--- config.mk ---
export PLATFORM = sky130hd
export DESIGN_NAME = apb_stepper_multi
export DESIGN_NICKNAME = d
export VERILOG_FILES = /design/src/rtl/apb_stepper_multi.sv
export SDC_FILE = /design/constraint.sdc
export NUM_CORES = 1
export LEC_CHECK = 0
export CORE_ASPECT_RATIO = 0.6
export CORE_MARGIN = 2
export CORE_UTILIZATION = 35
export CTS_CLUSTER_SIZE = 28
export DETAILED_ROUTE_END_ITERATION = 8
export SYNTH_ARGS = -nofsm -noshare
export SYNTH_HDL_FRONTEND = slang
export SYNTH_SLANG_ARGS = --single-unit
--- constraint.sdc ---
create_clock -name PCLK -period 6.2 [get_ports PCLK]
set_input_delay 0.62 -clock PCLK [delete_from_list [all_inputs] [get_ports PCLK]]
set_output_delay 0.62 -clock PCLK [all_outputs]
set_load 0.03 [all_outputs]
--- src/rtl/apb_stepper_multi.sv ---
// APB3 slave driving NUM_CH step/dir stepper channels with remaining-count readback,
// abort, sticky done with maskable interrupt and a synchronous multi-channel start.
module apb_stepper_multi #(
  parameter int unsigned NUM_CH    = 2,
  parameter int unsigned CNT_W     = 24,
  parameter int unsigned PER_W     = 16,
  parameter int unsigned PULSE_CYC = 50
) (
  input  logic              PCLK,
  input  logic              PRESERN,
  input  logic              PSEL,
  input  logic              PENABLE,
  input  logic              PWRITE,
  input  logic [7:0]        PADDR,
  input  logic [31:0]       PWDATA,
  output logic [31:0]       PRDATA,
  output logic              PREADY,
  output logic              PSLVERR,
  output logic [NUM_CH-1:0] step,
  output logic [NUM_CH-1:0] dir,
  output logic              irq
);

  typedef enum logic [1:0] {StIdle, StHi, StLo} state_e;

  localparam logic [PER_W-1:0] PulseLast = PER_W'(PULSE_CYC - 1);
  localparam logic [PER_W-1:0] MinPeriod = PER_W'(2 * PULSE_CYC);

  logic       acc_en;
  logic       wr_en;
  logic [2:0] ch_idx;
  logic [1:0] reg_off;
  logic       ch_ok;
  logic       irq_en_hit;
  logic       sync_hit;
  logic       mapped;
  logic       unused_bits;

  assign acc_en     = PSEL & PENABLE;
  assign wr_en      = acc_en & PWRITE;
  assign ch_idx     = PADDR[6:4];
  assign reg_off    = PADDR[3:2];
  assign ch_ok      = ~PADDR[7] && (32'(ch_idx) < NUM_CH);
  assign irq_en_hit = (PADDR[7:2] == 6'h20);
  assign sync_hit   = (PADDR[7:2] == 6'h21);
  assign mapped     = ch_ok | irq_en_hit | sync_hit;
  assign PSLVERR    = acc_en & ~mapped;
  assign PREADY     = 1'b1;
  assign unused_bits = ^{PADDR[1:0], PWDATA};

  logic [NUM_CH-1:0][CNT_W-1:0] rem_w;
  logic [NUM_CH-1:0][PER_W-1:0] period_w;
  logic [NUM_CH-1:0]            busy_w;
  logic [NUM_CH-1:0]            done_w;

  for (genvar c = 0; c < NUM_CH; c++) begin : g_ch
    state_e           state_q, state_d;
    logic [CNT_W-1:0] rem_q, rem_d;
    logic [PER_W-1:0] period_q, period_d;
    logic [PER_W-1:0] eff_q, eff_d;
    logic [PER_W-1:0] phase_q, phase_d;
    logic             step_q, step_d;
    logic             dir_q, dir_d;
    logic             done_q, done_d;
    logic             hit, ctrl_wr, steps_wr, period_wr, status_wr;
    logic             start_req, abort_req, idle, enter_hi;

    assign hit       = wr_en && ~PADDR[7] && (ch_idx == 3'(c));
    assign ctrl_wr   = hit && (reg_off == 2'd0);
    assign steps_wr  = hit && (reg_off == 2'd1);
    assign period_wr = hit && (reg_off == 2'd2);
    assign status_wr = hit && (reg_off == 2'd3);
    assign abort_req = ctrl_wr && PWDATA[2];
    assign start_req = (ctrl_wr && PWDATA[0]) || (wr_en && sync_hit && PWDATA[c]);
    assign idle      = (state_q == StIdle);

    always_comb begin
      state_d  = state_q;
      rem_d    = rem_q;
      period_d = period_q;
      eff_d    = eff_q;
      phase_d  = phase_q;
      step_d   = step_q;
      dir_d    = dir_q;
      done_d   = done_q;
      enter_hi = 1'b0;

      if (period_wr) period_d = PWDATA[PER_W-1:0];
      if (status_wr && PWDATA[1]) done_d = 1'b0;
      if (idle && steps_wr) rem_d = PWDATA[CNT_W-1:0];
      if (idle && ctrl_wr && !abort_req) dir_d = PWDATA[1];

      // Abort beats any start in the same write; done and remaining count are kept.
      if (abort_req) begin
        state_d = StIdle;
        step_d  = 1'b0;
      end else begin
        unique case (state_q)
          StIdle: begin
            if (start_req) begin
              if (rem_q != '0) enter_hi = 1'b1;
              else             done_d   = 1'b1;
            end
          end
          StHi: begin
            phase_d = phase_q + PER_W'(1);
            if (phase_q == PulseLast) begin
              state_d = StLo;
              step_d  = 1'b0;
            end
          end
          StLo: begin
            if (phase_q == eff_q - PER_W'(1)) begin
              if (rem_q != '0) begin
                enter_hi = 1'b1;
              end else begin
                state_d = StIdle;
                done_d  = 1'b1;
              end
            end else begin
              phase_d = phase_q + PER_W'(1);
            end
          end
          default: state_d = StIdle;
        endcase
      end

      // Period is sampled at each HI entry so a mid-move write applies to the next step.
      if (enter_hi) begin
        state_d = StHi;
        step_d  = 1'b1;
        rem_d   = rem_q - CNT_W'(1);
        phase_d = '0;
        eff_d   = (period_q < MinPeriod) ? MinPeriod : period_q;
      end
    end

    always_ff @(posedge PCLK or negedge PRESERN) begin
      if (!PRESERN) begin
        state_q  <= StIdle;
        rem_q    <= '0;
        period_q <= '0;
        eff_q    <= '0;
        phase_q  <= '0;
        step_q   <= 1'b0;
        dir_q    <= 1'b0;
        done_q   <= 1'b0;
      end else begin
        state_q  <= state_d;
        rem_q    <= rem_d;
        period_q <= period_d;
        eff_q    <= eff_d;
        phase_q  <= phase_d;
        step_q   <= step_d;
        dir_q    <= dir_d;
        done_q   <= done_d;
      end
    end

    assign step[c]     = step_q;
    assign dir[c]      = dir_q;
    assign rem_w[c]    = rem_q;
    assign period_w[c] = period_q;
    assign busy_w[c]   = ~idle;
    assign done_w[c]   = done_q;
  end

  logic [NUM_CH-1:0] irq_en_q, irq_en_d;
  logic              irq_q, irq_d;

  always_comb begin
    irq_en_d = irq_en_q;
    if (wr_en && irq_en_hit) irq_en_d = PWDATA[NUM_CH-1:0];
    irq_d = |(done_w & irq_en_q);
  end

  always_ff @(posedge PCLK or negedge PRESERN) begin
    if (!PRESERN) begin
      irq_en_q <= '0;
      irq_q    <= 1'b0;
    end else begin
      irq_en_q <= irq_en_d;
      irq_q    <= irq_d;
    end
  end

  assign irq = irq_q;

  always_comb begin
    PRDATA = '0;
    if (irq_en_hit) PRDATA = 32'(irq_en_q);
    for (int c = 0; c < NUM_CH; c++) begin
      if (ch_ok && (int'(ch_idx) == c)) begin
        case (reg_off)
          2'd1:    PRDATA = 32'(rem_w[c]);
          2'd2:    PRDATA = 32'(period_w[c]);
          2'd3:    PRDATA = {30'd0, done_w[c], busy_w[c]};
          default: PRDATA = '0;
        endcase
      end
    end
  end

endmodule

# [Word-level counts from Yosys, hierarchy flattened]
# Cells that the tools add are included.
[op_classes] add_sub_neg=6 n_mul=0 n_div=0 n_lt_le_gt_ge=3 eq_ne=27 n_shift=0 mux=61 bitwise=10 reduce_logical=56
[ops] operator="$pmux W24 S3" count=2
[ops] operator="$mux W16" count=8
[ops] operator="$mux W24" count=4
[ops] operator="$mux W32" count=2
[ops] operator="$pmux W16 S2" count=2
[ops] operator="$reduce_bool A24 Y1" count=2
[ops] operator="$sub A24 B1 Y24 const B" count=2
[ops] operator="$add A16 B1 Y16 const B" count=2
[ops] operator="$eq A16 B16 Y1" count=2
[ops] operator="$eq A16 B6 Y1 const B" count=2
[ops] operator="$lt A16 B7 Y1 const B" count=2
[ops] operator="$sub A16 B1 Y16 const B" count=2
[ops] operator="$logic_and A1 B1 Y1" count=30
[ops] operator="$mux W1" count=26
[ops] operator="$ne A4 B4 Y1 const B" count=6
[ops] operator="$mux W2" count=11
[ops] operator="$reduce_bool A3 Y1" count=6
[ops] operator="$eq A6 B6 Y1 const B" count=2
[ops] operator="$pmux W2 S3" count=2
[ops] operator="$eq A2 B2 Y1 const B" count=4
[ops] operator="$pmux W1 S2" count=4
[ops] operator="$reduce_and A4 Y1" count=2
[ops] operator="$eq A2 B1 Y1 const B" count=3
[ops] operator="$logic_not A2 Y1" count=3
[ops] operator="other kinds (17)" count=32
[totals] register_bits=157 latch_bits=0 mem_bits_rw=0 mem_bits_ro=0 output_inout_bits=39 memories=0

# [Logic depth before layout (Yosys ltp)]
[logic_depth] word_depth=12 mapped_depth=13 mapped_depth_nobuf=11

# [Least setup slack after synthesis]
# Ideal clock, no wire load.
[synth_path] path_type="reg-to-reg" from="register g_ch[1].eff_q[4]" to="register g_ch[1].rem_q[7]" setup_ns=0.123 t_arrival_ns=2.999 required_ns=6.077 slack_ns=3.077 stages_incl_launch_ff=12 n_path_buf=2 period_less_slack_ns=3.123 path_cell_list="dfrtp_1 or4_1 clkbuf_1 or3_1 xnor2_2 nor4_4 a41oi_4 a21boi_4 buf_4 nand2_1 nor3b_1 nor3_2"
[synth_via] elab_chain_len=6 elab_cells_between_ends=7
[synth_rtl] element="start, declared" line_no="60" source="logic [PER_W-1:0] eff_q, eff_d;"
[synth_rtl] element="start signal, assigned" line_no="143" source="eff_q <= '0;"
[synth_rtl] element="start signal, assigned" line_no="152" source="eff_q <= eff_d;"
[synth_rtl] element="$sub A16 B1 Y16 (*)" line_no="113" source="if (phase_q == eff_q - PER_W'(1)) begin"
[synth_rtl] element="$eq A16 B16 Y1 (*)" line_no="113"
[synth_rtl] element="$mux W1 (*)" line_no="113"
[synth_rtl] element="$pmux W1 S2 (*)" line_no="98" source="unique case (state_q)"
[synth_rtl] element="$mux W1 (*)" line_no="94" source="if (abort_req) begin"
[synth_rtl] element="$mux W24 / $reduce_bool A2 Y1 (equally long branches)"
[synth_rtl] element="end signal, assigned" line_no="150" source="rem_q <= rem_d;"
[synth_rtl] element="end, declared" line_no="58" source="logic [CNT_W-1:0] rem_q, rem_d;"
# Every way passes the cells marked *; elsewhere a longest branch is shown, timed or not.
# A chain may end at the register's enable or synchronous reset.

# [Final worst setup path]
[layout_path] from="input PADDR[3]" to="output PRDATA[14]"
[layout_via] elab_chain_len=4 elab_cells_between_ends=7
[layout_rtl] element="start, declared" line_no="14" source="input logic [7:0] PADDR,"
[layout_rtl] element="$eq A2 B2 Y1 / $eq A2 B1 Y1 (equally long branches)" line_no="194" source="case (reg_off)"
[layout_rtl] element="$pmux W24 S3" line_no="194"
[layout_rtl] element="$mux W32" line_no="193" source="if (ch_ok && (int'(ch_idx) == c)) begin"
[layout_rtl] element="$mux W32 (*)" line_no="193"
[layout_rtl] element="end, declared" line_no="16" source="output logic [31:0] PRDATA,"
# Marked as above.

==> reports/qor.yml <==
regToRegSetupSlack_ns: 1.94
final_hold_viol_count: 0
slew_headroom_pct: 17.5
hold_class: "input pin to async pin"
postCtsHoldBufs: 0
die_height_um: 136
cts_tree: "done"
std_cell_rows: 48
critPathBufInv: 3
routed_via_density: 5.88
ir_drop_uv: 126
final-setup-viol-count: 0
io_pins: 84
r2r_cells: 10
path_common_cell: "clkdlybuf4s50_1"
port_buffers: 64
skew_ns: 0.00891
cts.repair.resized: 0
gpl.final_weighted_congestion: 0.925
grt_pass1_vias: 8145
cts_buffer_depth: 2
antenna_found_initial: 0
synth.distinct_cells: 84
hold_ws_ns: 0.251
crit_path_top_delay_cell: "nor2b_2"
detail_route.wl_per_cell_um: 20.5
path_clk_slew_ns: 0.06
yosysWarningCount: 0
cp_top_family: "buffers and inverters"
period_share_pct: 73.3
place_area_mm2: 0.0110
dpl.hpwl_mm: 23.4
track_usage_pct: 21.7
numCtsBuffers: 17
p_leak_nw: 4.59
crit_chain: "clkdlybuf4s50_1, nor2b_2, buf_4, a22oi_1, o22ai_1, clkdlybuf4s50_1"
max_cap_viol_count: 0
syn_inst: 1147
synth_edf_count: 0
drc: 0
clk_latency_ns: 0.45
finalPower_mw: 2.90
fin_area_mm2: 0.0115
synth_flop_cell: "dfrtp_1"
r2r-start: "g_ch[1].eff_q[2]$_DFFE_PN0N_"
syn_area_mm2: 0.0101
overflow: 0
grt_start_max_net_pins: 100
n_antenna_cell: 0
routed_wl_mm: 32.0
power_per_cell_area_mw_per_mm2: 252
slew_violations: 0
firstDrtPassIters: 5
design.core.area_mm2: 0.0285
nets: 1225
synth_most_common_cell: "dfrtp_1"
max_freq_ghz: 0.220
die_w_um: 223
crit_path_max_fanout: 20
tns_ns: 0
num_vias: 9169
reg2reg_to: "g_ch[1].rem_q[9]$_DFFE_PN0P_"
fillers: 2808
grt_first_pass_wirelength_mm: 49.9
synthTopCellsByArea: "dfrtp_1 (39%), nand2_1 (5.1%), mux2_2 (4.9%)"
netlist.area_leader.share_pct: 38.9
async_flop_share_pct: 100
cpPeakStageDelay_ns: 0.97
synth.avg_cell_area_um2: 8.80
ant_nets: 0
worstSetupPathType: "input pin to output pin"
rsz0062_at_grt: "false"
die_area_mm2: 0.0303
ys_ff_latch: 157
first_iter_violations: 999
area_growth_pct: 14.4
tightest_slew_ns: 1.23
arrival_ns: 3.92
outcome: "completed"
cts.htree.levels: 4
required_ns: 5.58
drive_above_1_share_pct: 11.1
post_cts_buffers: 0
end_kind: "output pin"
cts_root_buf: "clkbuf_16"
initial_core_util_pct: 35.4
period_needed_ns: 4.54
synth_largest_area_cell: "dfrtp_1"
clock-sinks: 157
synthTopCellsByCount: "dfrtp_1 (157), nand2_1 (137), nor2_1 (104)"
start_kind: "input pin"
ys_seq_area_share_pct: 38.9
==> worst max path at each step <==
stage | endpoint | cells after the start | slack (ns) | from
floorplan | g_ch[1].rem_q[7]$_DFFE_PN0P_ | 11 | 3.08 | g_ch[1].eff_q[4]$_DFFE_PN0N_
global placement | g_ch[0].rem_q[13]$_DFFE_PN0P_ | 7 | 1.64 | PADDR[4]
detailed placement | g_ch[0].rem_q[17]$_DFFE_PN0P_ | 7 | 1.61 | PADDR[4]
CTS | PRDATA[14] | 6 | 1.72 | PADDR[3]
global route | PRDATA[14] | 6 | 1.57 | PADDR[3]
finish | PRDATA[14] | 6 | 1.66 | PADDR[3]
==> kinds of logic (layout without fill, tap and decap cells) <==
| family | count (synthesis) | count (layout) | synth area share, % |
|---|---|---|---|
| AOI/OAI and AO/OA | 261 | 261 | 17.9 |
| xor gates and xnor gates | 58 | 58 | 5.11 |
| adders and majority gates | 8 | 8 | 0.992 |
| buffers and inverters | 114 | 145 | 5.13 |
| DFF | 157 | 157 | 38.9 |
| muxes | 53 | 53 | 5.80 |
| other | 2 | 9 | 0.0744 |
| and+or+nand+nor | 494 | 494 | 26.1 |
==> sequential cells by signal (all words and copies together) (netlist names) <==
name,count
g_ch.rem_q,48
g_ch.eff_q,32
g_ch.period_q,32
g_ch.phase_q,32
g_ch.state_q,4
g_ch.dir_q,2
g_ch.done_q,2
g_ch.step_q,2
irq_en_q,2
irq,1
==> routing by layer <==
layer,vias to the layer above,part of all wire (%),GRT usage [%]
met5,-,0,0
met4,0,1.2,4.81
met3,29,10,5.99
met2,418,36,25.6
met1,4464,52,36.4
li1,4258,-,-
==> power breakdown <==
part / total, mW / switching, mW / internal [mW] / leakage, nW
Combinational: 0.557 / 0.325 / 0.232 / 2.23
Clock: 1.07 / 0.448 / 0.624 / 0.290
Sequential: 1.28 / 0.164 / 1.11 / 2.07
Total: 2.90 / 0.937 / 1.97 / 4.59
==> cell type report <==
| class | instances | area (um^2) | area share, % |
|---|---|---|---|
| Multi-Input combinational cell | 883 | 5690 | 49.3 |
| Sequential cell | 157 | 3930 | 34.0 |
| Timing Repair Buffer | 76 | 732 | 6.34 |
| Clock buffer | 22 | 474 | 4.11 |
| Tap cell | 375 | 469 | 4.07 |
| Inverter | 37 | 139 | 1.20 |
| Clock inverter | 10 | 114 | 0.986 |
==> stage by stage <==
step | util [%] | std cells | setup slack [ns]
after floorplan | - | 1154 | 3.08
final | 40.5 | 1560 | 1.66
after global placement | 38.4 | 1528 | 1.64
after CTS | 40.5 | 1560 | 1.72
after global routing | 40.5 | 1560 | 1.57
after detailed placement | 38.4 | 1528 | 1.61
==> cell usage in the layout (no fill, tap or decap), types with 32 or more instances in the layout <==
| cell | count |
|---|---|
| nand3_1 | 33 |
| inv_1 | 37 |
| nor2_1 | 103 |
| a22oi_1 | 33 |
| mux2_2 | 44 |
| dfrtp_1 | 157 |
| clkdlybuf4s50_1 | 63 |
| o21ai_0 | 47 |
| nor4_1 | 32 |
| nor3_1 | 33 |
| a21oi_1 | 48 |
| xnor2_1 | 46 |
| nand2_1 | 137 |
Note: power is estimated with default switching activity, not from simulation.
